$ cat src/rtl/bbs_bit_packer.sv
// ---------------------------------------------------------------------------
// bbs_bit_packer
//
// Collects the K low-order (cryptographically usable) bits of each new BBS
// state and packs them LSB-first into OUT_W-bit words. Finished words go into
// a DEPTH-entry FIFO that is read through a valid/ready port. The BBS core
// cannot be stalled, so the packer never back-pressures upstream. When the
// FIFO is full it drops the finished word and raises a sticky overflow flag.
//
// Parameters:
//   W      width of the BBS state input
//   K      bits taken from each state (1..W); OUT_W must be a multiple of K
//   OUT_W  packed output word width
//   DEPTH  FIFO depth in words; must be a power of two and at least 2
//
// Ports:
//   clk         rising-edge clock
//   reset       asynchronous active-low reset; clears all state
//   clear       synchronous flush of accumulator, FIFO and overflow
//   in_valid    one-cycle strobe: in_state holds a new BBS state
//   in_state    BBS state value
//   out_valid   FIFO is not empty
//   out_ready   consumer takes out_word this cycle
//   out_word    FIFO head word (0 when out_valid is low)
//   overflow    sticky: at least one finished word was dropped
//   fill_level  number of words held in the FIFO (0..DEPTH)
// ---------------------------------------------------------------------------
module bbs_bit_packer #(
    parameter int W     = 16,
    parameter int K     = 1,
    parameter int OUT_W = 8,
    parameter int DEPTH = 4
) (
    input  logic                     clk,
    input  logic                     reset,
    input  logic                     clear,
    input  logic                     in_valid,
    input  logic [W-1:0]             in_state,
    output logic                     out_valid,
    input  logic                     out_ready,
    output logic [OUT_W-1:0]         out_word,
    output logic                     overflow,
    output logic [$clog2(DEPTH):0]   fill_level
);

    localparam int AW = $clog2(DEPTH);
    localparam int LW = AW + 1;
    localparam int CW = $clog2(OUT_W + 1);

    // The slice that arrives when nbits has this value completes a word.
    localparam logic [CW-1:0] LAST_NBITS = CW'(OUT_W - K);
    localparam logic [LW-1:0] FULL_LEVEL = LW'(DEPTH);

    logic [OUT_W-1:0] acc_q, acc_d;
    logic [CW-1:0]    nbits_q, nbits_d;
    logic [AW-1:0]    rd_ptr_q, rd_ptr_d;
    logic [AW-1:0]    wr_ptr_q, wr_ptr_d;
    logic [LW-1:0]    fill_q, fill_d;
    logic             overflow_q, overflow_d;
    logic [OUT_W-1:0] mem_q [DEPTH];

    logic [OUT_W-1:0] slice_ext;
    logic [OUT_W-1:0] candidate;
    logic             word_done;
    logic             fifo_full;
    logic             pop;
    logic             push;
    logic             drop;
    logic             mem_we;

    // Only in_state[K-1:0] is used; fold the rest into one signal that is
    // deliberately left unused.
    logic unused_state_bits;
    assign unused_state_bits = ^in_state;

    assign slice_ext = OUT_W'(in_state[K-1:0]);
    assign candidate = acc_q | (slice_ext << nbits_q);
    assign word_done = in_valid && (nbits_q == LAST_NBITS);
    assign fifo_full = (fill_q == FULL_LEVEL);
    assign pop       = (fill_q != '0) && out_ready;
    // A full FIFO still takes the word when a pop frees a slot on the same edge.
    assign push      = word_done && (!fifo_full || pop);
    assign drop      = word_done && fifo_full && !pop;
    assign mem_we    = push && !clear;

    // NOTE: every variable gets its hold value first, so no path can infer a latch.
    always_comb begin
        acc_d      = acc_q;
        nbits_d    = nbits_q;
        rd_ptr_d   = rd_ptr_q;
        wr_ptr_d   = wr_ptr_q;
        fill_d     = fill_q;
        overflow_d = overflow_q;

        if (clear) begin
            acc_d      = '0;
            nbits_d    = '0;
            rd_ptr_d   = '0;
            wr_ptr_d   = '0;
            fill_d     = '0;
            overflow_d = 1'b0;
        end else begin
            if (in_valid) begin
                if (word_done) begin
                    // The accumulator restarts even when the word is dropped,
                    // so word boundaries stay aligned with the input stream.
                    acc_d   = '0;
                    nbits_d = '0;
                end else begin
                    acc_d   = candidate;
                    nbits_d = nbits_q + CW'(K);
                end
            end

            // DEPTH is a power of two, so the pointers wrap without extra logic.
            if (push) wr_ptr_d = wr_ptr_q + AW'(1);
            if (pop)  rd_ptr_d = rd_ptr_q + AW'(1);

            case ({push, pop})
                2'b10:   fill_d = fill_q + LW'(1);
                2'b01:   fill_d = fill_q - LW'(1);
                default: fill_d = fill_q;
            endcase

            if (drop) overflow_d = 1'b1;
        end
    end

    // NOTE: sequential state uses non-blocking assignments only, so every flop
    // samples the values from before the edge.
    always_ff @(posedge clk or negedge reset) begin
        if (!reset) begin
            acc_q      <= '0;
            nbits_q    <= '0;
            rd_ptr_q   <= '0;
            wr_ptr_q   <= '0;
            fill_q     <= '0;
            overflow_q <= 1'b0;
        end else begin
            acc_q      <= acc_d;
            nbits_q    <= nbits_d;
            rd_ptr_q   <= rd_ptr_d;
            wr_ptr_q   <= wr_ptr_d;
            fill_q     <= fill_d;
            overflow_q <= overflow_d;
        end
    end

    // NOTE: the storage array has no reset. An entry is only visible after it
    // is written, and out_word is forced to 0 while the FIFO is empty.
    always_ff @(posedge clk) begin
        if (mem_we) mem_q[wr_ptr_q] <= candidate;
    end

    assign out_valid  = (fill_q != '0);
    assign out_word   = out_valid ? mem_q[rd_ptr_q] : '0;
    assign overflow   = overflow_q;
    assign fill_level = fill_q;

endmodule

$ cat config.mk
export PLATFORM = sky130hd
export DESIGN_NAME = bbs_bit_packer
export DESIGN_NICKNAME = d
export VERILOG_FILES = /design/src/rtl/bbs_bit_packer.sv
export SDC_FILE = /design/constraint.sdc
export NUM_CORES = 1
export LEC_CHECK = 0
export ABC_AREA = 1
export BUFFER_PORTS_ARGS = -buffer_cell sky130_fd_sc_hd__buf_2
export CELL_PAD_IN_SITES_DETAIL_PLACEMENT = 1
export CELL_PAD_IN_SITES_GLOBAL_PLACEMENT = 1
export CORE_MARGIN = 1.5
export CORE_UTILIZATION = 44
export CTS_CLUSTER_SIZE = 16
export DETAILED_ROUTE_END_ITERATION = 10
export PLACE_DENSITY = 0.9
export SYNTH_ARGS = -nofsm -noshare
export SYNTH_HDL_FRONTEND = slang
export SYNTH_SLANG_ARGS = --single-unit
$ cat constraint.sdc
create_clock -name clk -period 2.1 [get_ports clk]
set_input_delay 0.105 -clock clk [delete_from_list [all_inputs] [get_ports clk]]
set_output_delay 0.105 -clock clk [all_outputs]
set_load 0.05 [all_outputs]
== After elaboration in Yosys (flattened, before gate mapping) ==
Memories as Yosys holds them, arrays and structs flattened.
Index checks and enable logic that the tools add are counted.
Storage, ports and cells
  bits in registers: 20
  memory bits (writable): 32
  output and inout port bits: 13
  memories kept: 1
Memories
  mem_q: words 4, bits a word 8, read ports 1, clocked after memory_dff 0, write ports 1, RTL line 60  | logic [OUT_W-1:0] mem_q [DEPTH];
Cells by class
  add/sub/neg operators: 5
  equality and inequality tests: 4
  shifts and indexed selects: 1
  multiplexer cells: 17
  bitwise gates (word level): 1
  reduce and logical (&&, ||, !) cells: 16
Operators with widths (number)
  two-way mux 8 bit: 4
  two-way mux 4 bit: 3
  two-way mux 2 bit: 4
  bitwise OR 8 bit: 1
  nonzero test 2 bit: 4
  << shifter 1 x 4 -> 8 bit: 1
  logical AND 1 bit: 6
  one-hot mux 3 bit (2 select lines): 1
  nonzero test 3 bit: 2
  adder 2 x 1 -> 2 bit (second input constant): 2
  adder 4 x 1 -> 4 bit (second input constant): 1
  == test 4 x 3 -> 1 bit (second input constant): 1
  two-way mux 1 bit: 4
  adder 3 x 1 -> 3 bit (second input constant): 1
  == test 3 bit (second input constant): 1
  logical NOT 1 bit: 3
  two-way mux 3 bit: 1
  subtractor 3 x 1 -> 3 bit (second input constant): 1
  == test 2 x 1 -> 1 bit (second input constant): 1
  == test 2 bit (second input constant): 1
  logical OR 1 bit: 1

== Depth between registers and ports, before layout ==
Gate-level depths: netlist of run 1.
  depth in word-level cells: 7
  mapped depth: 10

== Worst setup path before layout of run 1 ==
Ideal clock, no wire load.
  path type: flip-flop to flip-flop
  start: register fill_q[1], in the netlist fill_level[1]
  end: register fill_q[2], in the netlist fill_level[2]
  data arrival time: 2168 ps
  data required time: 2034 ps
  slack: -134 ps
  stages on the path, launching flop included: 11
  path buffers: 0
  clock period less this slack: 2234 ps
  cell sequence: dfrtp_1 > nor2_2 > nand2_2 > nand3_2 > inv_1 > fa_1 > xor2_1 > nand3b_1 > nand2_1 > nand2_1 > nand2_1
On the way
  longest elaborated chain between the ends: 7
  elaborated cells between the ends (all ways): 13
  those cells by class: add/sub (2); eq/ne (3); mux (2); reduce/logical (6)
Ends and longest elaborated chain
  start: declaration: RTL line 58  | logic [LW-1:0] fill_q, fill_d;
  start signal: assignment: RTL line 144  | fill_q <= fill_d;
  nonzero test 3 bit *
  named net out_valid: RTL line 39  | output logic out_valid,
  logical AND 1 bit *: RTL line 80  | assign pop = (fill_q != '0) && out_ready;
  logical OR 1 bit: RTL line 82  | assign push = word_done && (!fifo_full || pop);
  logical AND 1 bit: RTL line 82
  == test 2 x 1 -> 1 bit or == test 2 bit (tied branches): RTL line 119  | case ({push, pop})
  one-hot mux 3 bit (2 select lines): RTL line 119
  two-way mux 3 bit: RTL line 95  | if (clear) begin
Mark *: on every way through the listed nets, which the timed path passes. The rest lies on a longest branch.
A chain may end at the register's enable or synchronous reset.

== Worst setup path after layout of run 1 ==
  start: register nbits_q[1]
  end: register fill_q[2], in the netlist fill_level[2]
On the way
  longest elaborated chain between the ends: 6
  elaborated cells between the ends (all ways): 8
  those cells by class: eq/ne (3); mux (2); reduce/logical (3)
Ends and longest elaborated chain
  start: declaration: RTL line 55  | logic [CW-1:0] nbits_q, nbits_d;
  start signal: assignment: RTL line 141  | nbits_q <= nbits_d;
  == test 4 x 3 -> 1 bit *: RTL line 78  | assign word_done = in_valid && (nbits_q == LAST_NBITS);
  logical AND 1 bit *: RTL line 78
  logical AND 1 bit *: RTL line 82
  == test 2 x 1 -> 1 bit or == test 2 bit (tied branches): RTL line 119
  one-hot mux 3 bit (2 select lines): RTL line 119
  two-way mux 3 bit: RTL line 95
Every way passes the cells marked *; elsewhere a longest branch is shown, timed or not.

==> impl_metrics.json, run 1 <==
{
  "outcome": "completed",
  "timing_hold_violations_final": 0,
  "drc_errors": 0,
  "antenna_cells": 0,
  "comb_power_share_pct": 3.7,
  "grt_pass1_wl_um": 8960,
  "critPathMaxFanout": 5,
  "async_flop_share_pct": 38.5,
  "synthCells": 242,
  "yosys-top-cells-count": "nor2_1, edfxtp_1, o21ai_0, inv_1, nand2_1",
  "max_freq_mhz": 517,
  "dp_hpwl_um": 3770,
  "setup-tns-final_ps": 0,
  "power_density_nw_per_um2": 645,
  "synth_edf_count": 32,
  "hold_path_class": "in -> reg",
  "ys.flop_type": "edfxtp_1",
  "arrival_ps": 2150,
  "dr.max_layer_used": "met4",
  "wl_met2_um": 2800,
  "cts-root-buf": "clkbuf_8",
  "vias_per_cell": 5.10,
  "mappedNetlistNets": 269,
  "maxSlewHeadroom_pct": 58.8,
  "end_kind": "register",
  "ant_nets": 0,
  "synth-xor-area-share_pct": 0.366,
  "via_count": 1754,
  "grtUsageTotal_pct": 19.8,
  "p_int_uw": 1350,
  "drive_gt1_share_pct": 20.8,
  "ys_seq_area_share_pct": 61.0,
  "synth_compound_area_share_pct": 11.7,
  "wire_per_inst_um": 15.8,
  "peakVddDrop_v": 0.000276,
  "yosys_warnings": 0,
  "fp.dieArea_um2": 5900,
  "setup_violations": 0,
  "power_frac_clock_pct": 34.2,
  "drv_cap": 0,
  "wl_met3_um": 116,
  "yosys-top-cells-area": "edfxtp_1, dfrtp_1, nor2_1, o21ai_0, inv_1",
  "worst_slew_pin_slew_ps": 611,
  "io_pins": 34,
  "first_iter_violations": 81,
  "synth_cell_type_count": 25,
  "clock_latency_ps": 310,
  "htreeDepth": 2,
  "clkSinkCount": 52,
  "cts_made_buffers": 5,
  "fin_crit_ps": 1930,
  "areaGrowthSynthToFinish_pct": 14.0,
  "initial_core_util_pct": 46.3,
  "slew_violations": 0,
  "synthAdderAreaFrac_pct": 3.45,
  "synth_top_family_by_area": "simple AND/OR/NAND/NOR gates",
  "fillCellCount": 592,
  "cts_tree": "built",
  "switchingPower_uw": 410,
  "placed_area_um2": 2610,
  "synth.cell_area_um2": 2400,
  "p_sw_share_pct": 23.3,
  "routed_wl_um": 5420,
  "synth_area_leader_cell": "edfxtp_1",
  "grt_start_max_net_pins": 21,
  "period_share_pct": 92.1,
  "pwr-share-seq_pct": 62.1,
  "grt-ovfl-total": 0,
  "yosysMostFrequentCell": "nor2_1",
  "regArea_um2": 1470,
  "place_congestion": 0.795,
  "synth_top_area_share_pct": 40.1,
  "finalClockSkew_ps": 4.38,
  "crit_path_start_kind": "register",
  "dr.pass1.iters": 4,
  "core-area_um2": 5170,
  "p_leak_uw": 0.00119,
  "num_rows": 26,
  "critPathKind": "reg -> reg",
  "grt_pass1_vias": 1863,
  "multi_input_area_um2": 779,
  "synth_simple_gate_area_share_pct": 16.8,
  "required_ps": 2320,
  "path_clk_slew_ps": 100,
  "syn_avg_cell_area_um2": 9.90,
  "fin_nets": 300,
  "grt_antenna_before_repair": 0,
  "die_x_um": 76.8,
  "synth.mux.area_fraction_pct": 0,
  "clk_path_buf_depth": 2,
  "stdcell_area_um2": 2730,
  "io_buffer_count": 18,
  "synth-seq-cells": 52,
  "wl_met1_um": 2410,
  "die_height_um": 76.8
}
layout make-up:
class                           count  area share, %
Clock buffer                        5           2.52
Clock inverter                      3           1.01
Inverter                           36           4.95
Multi-Input combinational cell    150           28.5
Sequential cell                    52           53.7
Tap cell                           70           3.21
Timing Repair Buffer               28           6.14
worst paths after layout:
check                           startpoint            end  slack (ps)  cells past startpoint
worst min register to register    overflow       overflow         530                      2
worst max register to register  nbits_q[1]  fill_level[2]         170                     10
max in group asynchronous            reset     nbits_q[1]        1470                      2
worst min-delay path                 clear       overflow         100                      2
worst max-delay path            nbits_q[1]  fill_level[2]         170                     10
min in group asynchronous            reset     nbits_q[0]         270                      2
state kept, by name, indices dropped and copies added (netlist names):
register	count
acc_q	8
nbits_q	4
rd_ptr_q	2
overflow	1
mem_q	32
wr_ptr_q	2
fill_level	3
layer usage:
layer / up-vias / track usage (%)
met4: 0 / 7.41
met1: 871 / 23.8
met5: - / 0
met3: 9 / 3.45
li1: 854 / -
met2: 20 / 35.2
power by group through the flow:
stage / logic [µW] / registers [µW] / clock network, µW
after detailed placement: 64.5 / 1120 / 0
after global routing: 74.0 / 1090 / 646
after global placement: 59.8 / 1110 / 0
after CTS: 66.0 / 1090 / 615
final: 65.9 / 1090 / 602
after floorplan: 29.5 / 1120 / 0
critical path, cell delays in order, from the launching register on:
cell and delay, ps:
dfrtp_2 420, ha_1 200, nand4_1 160, nand3_2 140, inv_1 80, fa_1 370
xor2_1 190, nand3b_1 130, nand2_1 50, nand2_1 60, nand2_1 40
repair_timing:
item	4_1_cts	5_1_grt
setup buffers	0	2
hold endpoints to repair	20	0
setup endpoints to repair	0	1
hold buffers	1	0
gates resized for setup	0	1
layout by cell type, fill, tap and decap left out, types with 2 or more instances in the layout:
cell and instances:
nand3_2 2, o21ai_1 6, nand2_2 3, inv_1 31, clkbuf_8 5, a21oi_1 11
inv_2 4, edfxtp_1 32, dfrtp_2 4, nor2_1 47, dfrtp_1 16, nand3_1 6
buf_2 18, buf_4 9, o21ai_0 32, ha_1 5, nand2_1 24, nor2_4 2
nor2_2 4
cells by family after synthesis:
| logic type | count (synthesis) |
|---|---|
| XOR/XNOR | 1 |
| AO/OA/AOI/OAI | 52 |
| buffers and inverters | 40 |
| AND/OR/NAND/NOR | 91 |
| adder cells (fa/ha/maj) | 6 |
| flip-flops | 52 |
metrics by stage:
stage               instances  power (µW)  utilization, %  setup WS (ps)  hold slack, ps
detailed placement        333        1180            50.5            110            93.1
global route              344        1810            52.8          -3.67             106
global placement          333        1170            50.5            192            81.9
CTS                       342        1770            52.5           89.2            80.7
finish                    344        1760            52.8            166             102
floorplan                 242        1150               -           70.5            -191
No activity file was read; power rests on OpenSTA's default activity.
==> run 2, diff against run 1 <==
--- a/config.mk
+++ b/config.mk
@@ -6,14 +6,14 @@
 export NUM_CORES = 1
 export LEC_CHECK = 0
 export ABC_AREA = 1
-export BUFFER_PORTS_ARGS = -buffer_cell sky130_fd_sc_hd__buf_2
 export CELL_PAD_IN_SITES_DETAIL_PLACEMENT = 1
 export CELL_PAD_IN_SITES_GLOBAL_PLACEMENT = 1
 export CORE_MARGIN = 1.5
-export CORE_UTILIZATION = 44
+export CORE_UTILIZATION = 48
 export CTS_CLUSTER_SIZE = 16
 export DETAILED_ROUTE_END_ITERATION = 10
-export PLACE_DENSITY = 0.9
+export DONT_BUFFER_PORTS = 1
+export PLACE_DENSITY_LB_ADDON = 0.15
 export SYNTH_ARGS = -nofsm -noshare
 export SYNTH_HDL_FRONTEND = slang
 export SYNTH_SLANG_ARGS = --single-unit
==> impl_metrics.json, run 2 (synthesis gave the netlist of run 1 again) <==
{
  "maxSlewHeadroom_pct": 36.3,
  "vias_per_cell": 5.18,
  "arrival_ps": 1810,
  "utilization_pct": 58.5,
  "drv_cap": 0,
  "io_pins": 34,
  "grt_pass1_wl_um": 9140,
  "clock_latency_ps": 310,
  "path_buf_inv": 3,
  "htreeDepth": 2,
  "io_buffer_count": 0,
  "min-delay-start": "in_valid",
  "grt-ovfl-total": 0,
  "dr.pass1.iters": 4,
  "top_register": "mem_q",
  "drc_errors": 0,
  "cts_tree": "built",
  "hold_path_class": "in -> reg",
  "grt_antenna_before_repair": 0,
  "cpMostUsedCell": "buf_4",
  "initial_core_util_pct": 50.4,
  "fin_crit_ps": 1920,
  "crit-reg2reg-launch": "nbits_q[0]",
  "largest_reg_flops": 32,
  "crit_path_start_kind": "register",
  "routed_wl_um": 5570,
  "critPathKind": "reg -> out",
  "max_freq_mhz": 521,
  "timing_hold_violations_final": 0,
  "die_x_um": 73.7,
  "critical_path.top_delay_family": "buffers and inverters",
  "required_ps": 2000,
  "clkSinkCount": 52,
  "setup_violations": 0,
  "worst_slew_pin_slew_ps": 953,
  "fillCellCount": 562,
  "via_count": 1746,
  "grtUsageTotal_pct": 23.3,
  "setup-tns-final_ps": 0,
  "cp_slowest_cell": "dfrtp_2",
  "fin_nets": 296,
  "cts_made_buffers": 5,
  "place_congestion": 0.738,
  "cp-startpoint": "fill_level[1]",
  "power_density_nw_per_um2": 691,
  "path_clk_slew_ps": 90,
  "preCtsSetupSlack_ps": 120,
  "finalClockSkew_ps": 9.60,
  "core-area_um2": 4750,
  "crit_chain": "nor2_2 > nand2_4 > buf_4 > inv_1 > a21oi_1 > buf_4",
  "period_share_pct": 91.4,
  "setup_ws_ps": 181,
  "critPathMaxFanout": 8,
  "outcome": "completed",
  "first_iter_violations": 161,
  "power.total_uw": 1920,
  "grt_start_max_net_pins": 21,
  "die_height_um": 73.7,
  "rsz0062_at_grt": "false",
  "antenna_cells": 0,
  "cts-root-buf": "clkbuf_8",
  "clk_path_buf_depth": 2,
  "slew_violations": 0,
  "fp.dieArea_um2": 5420,
  "end_kind": "output pin",
  "wire_per_inst_um": 16.5,
  "p_leak_uw": 0.00119,
  "peakVddDrop_v": 0.000376,
  "biggestRegsByFlops": "mem_q x32, acc_q x8, nbits_q x4",
  "final_cell_mix": "nor2_1, o21ai_0, edfxtp_1",
  "ant_nets": 0,
  "num_rows": 25,
  "critPathMaxStageDelay_ps": 420,
  "final_common_cell": "nor2_1",
  "drive_gt1_share_pct": 17.8,
  "areaGrowthSynthToFinish_pct": 16.1,
  "grt_pass1_vias": 1894,
  "dp_hpwl_um": 3900
}
[run 2: timing repair]
item                       in CTS  in global routing
hold buffers                    4                  0
hold endpoints to repair       30                  0
gates resized for setup         0                  0
setup buffers                   0                  1
setup endpoints to repair       0                  1
[run 2: path summary, 6_finish.rpt]
| path | slack (ps) | cells past startpoint | endpoint |
|---|---|---|---|
| worst max-delay path | 180 | 6 | out_word[4] |
| max in group asynchronous | 1070 | 1 | fill_level[2] |
| worst max register to register | 190 | 10 | fill_level[2] |
| worst min register to register | 610 | 2 | nbits_q[3] |
| worst min-delay path | 30 | 2 | nbits_q[0] |
| min in group asynchronous | 380 | 1 | wr_ptr_q[1] |
[run 2: metrics by stage]
step	cell area, µm²	instances	hold WS [ps]
floorplan	2400	242	-191
global placement	2610	324	-190
detailed placement	2610	324	-190
CTS	2770	336	20.4
global route	2780	337	45.6
finish	2780	337	31.7
[run 2: layout make-up]
cell class / count / area, µm² / area share (%)
Sequential cell: 52 / 1470 / 52.7
Multi-Input combinational cell: 150 / 779 / 28.0
Timing Repair Buffer: 24 / 190 / 6.84
Inverter: 36 / 135 / 4.86
Clock buffer: 7 / 97.6 / 3.51
Tap cell: 67 / 83.8 / 3.01
Clock inverter: 1 / 30.0 / 1.08
[run 2: metal layers]
metal  GRT usage, %  up-vias  share of wire [%]
met5              0        -                  0
met4           7.82        0                1.4
met3           4.66        7                2.3
met2           41.4       20                 51
met1           28.2      875                 45
li1               -      844                  -
[run 2: where the power goes]
part | internal, µW | switching (µW) | leakage [µW]
Combinational | 19.0 | 48.5 | 0.000559
Sequential | 1090 | 2.79 | 0.000569
Clock | 429 | 334 | 0.0000636
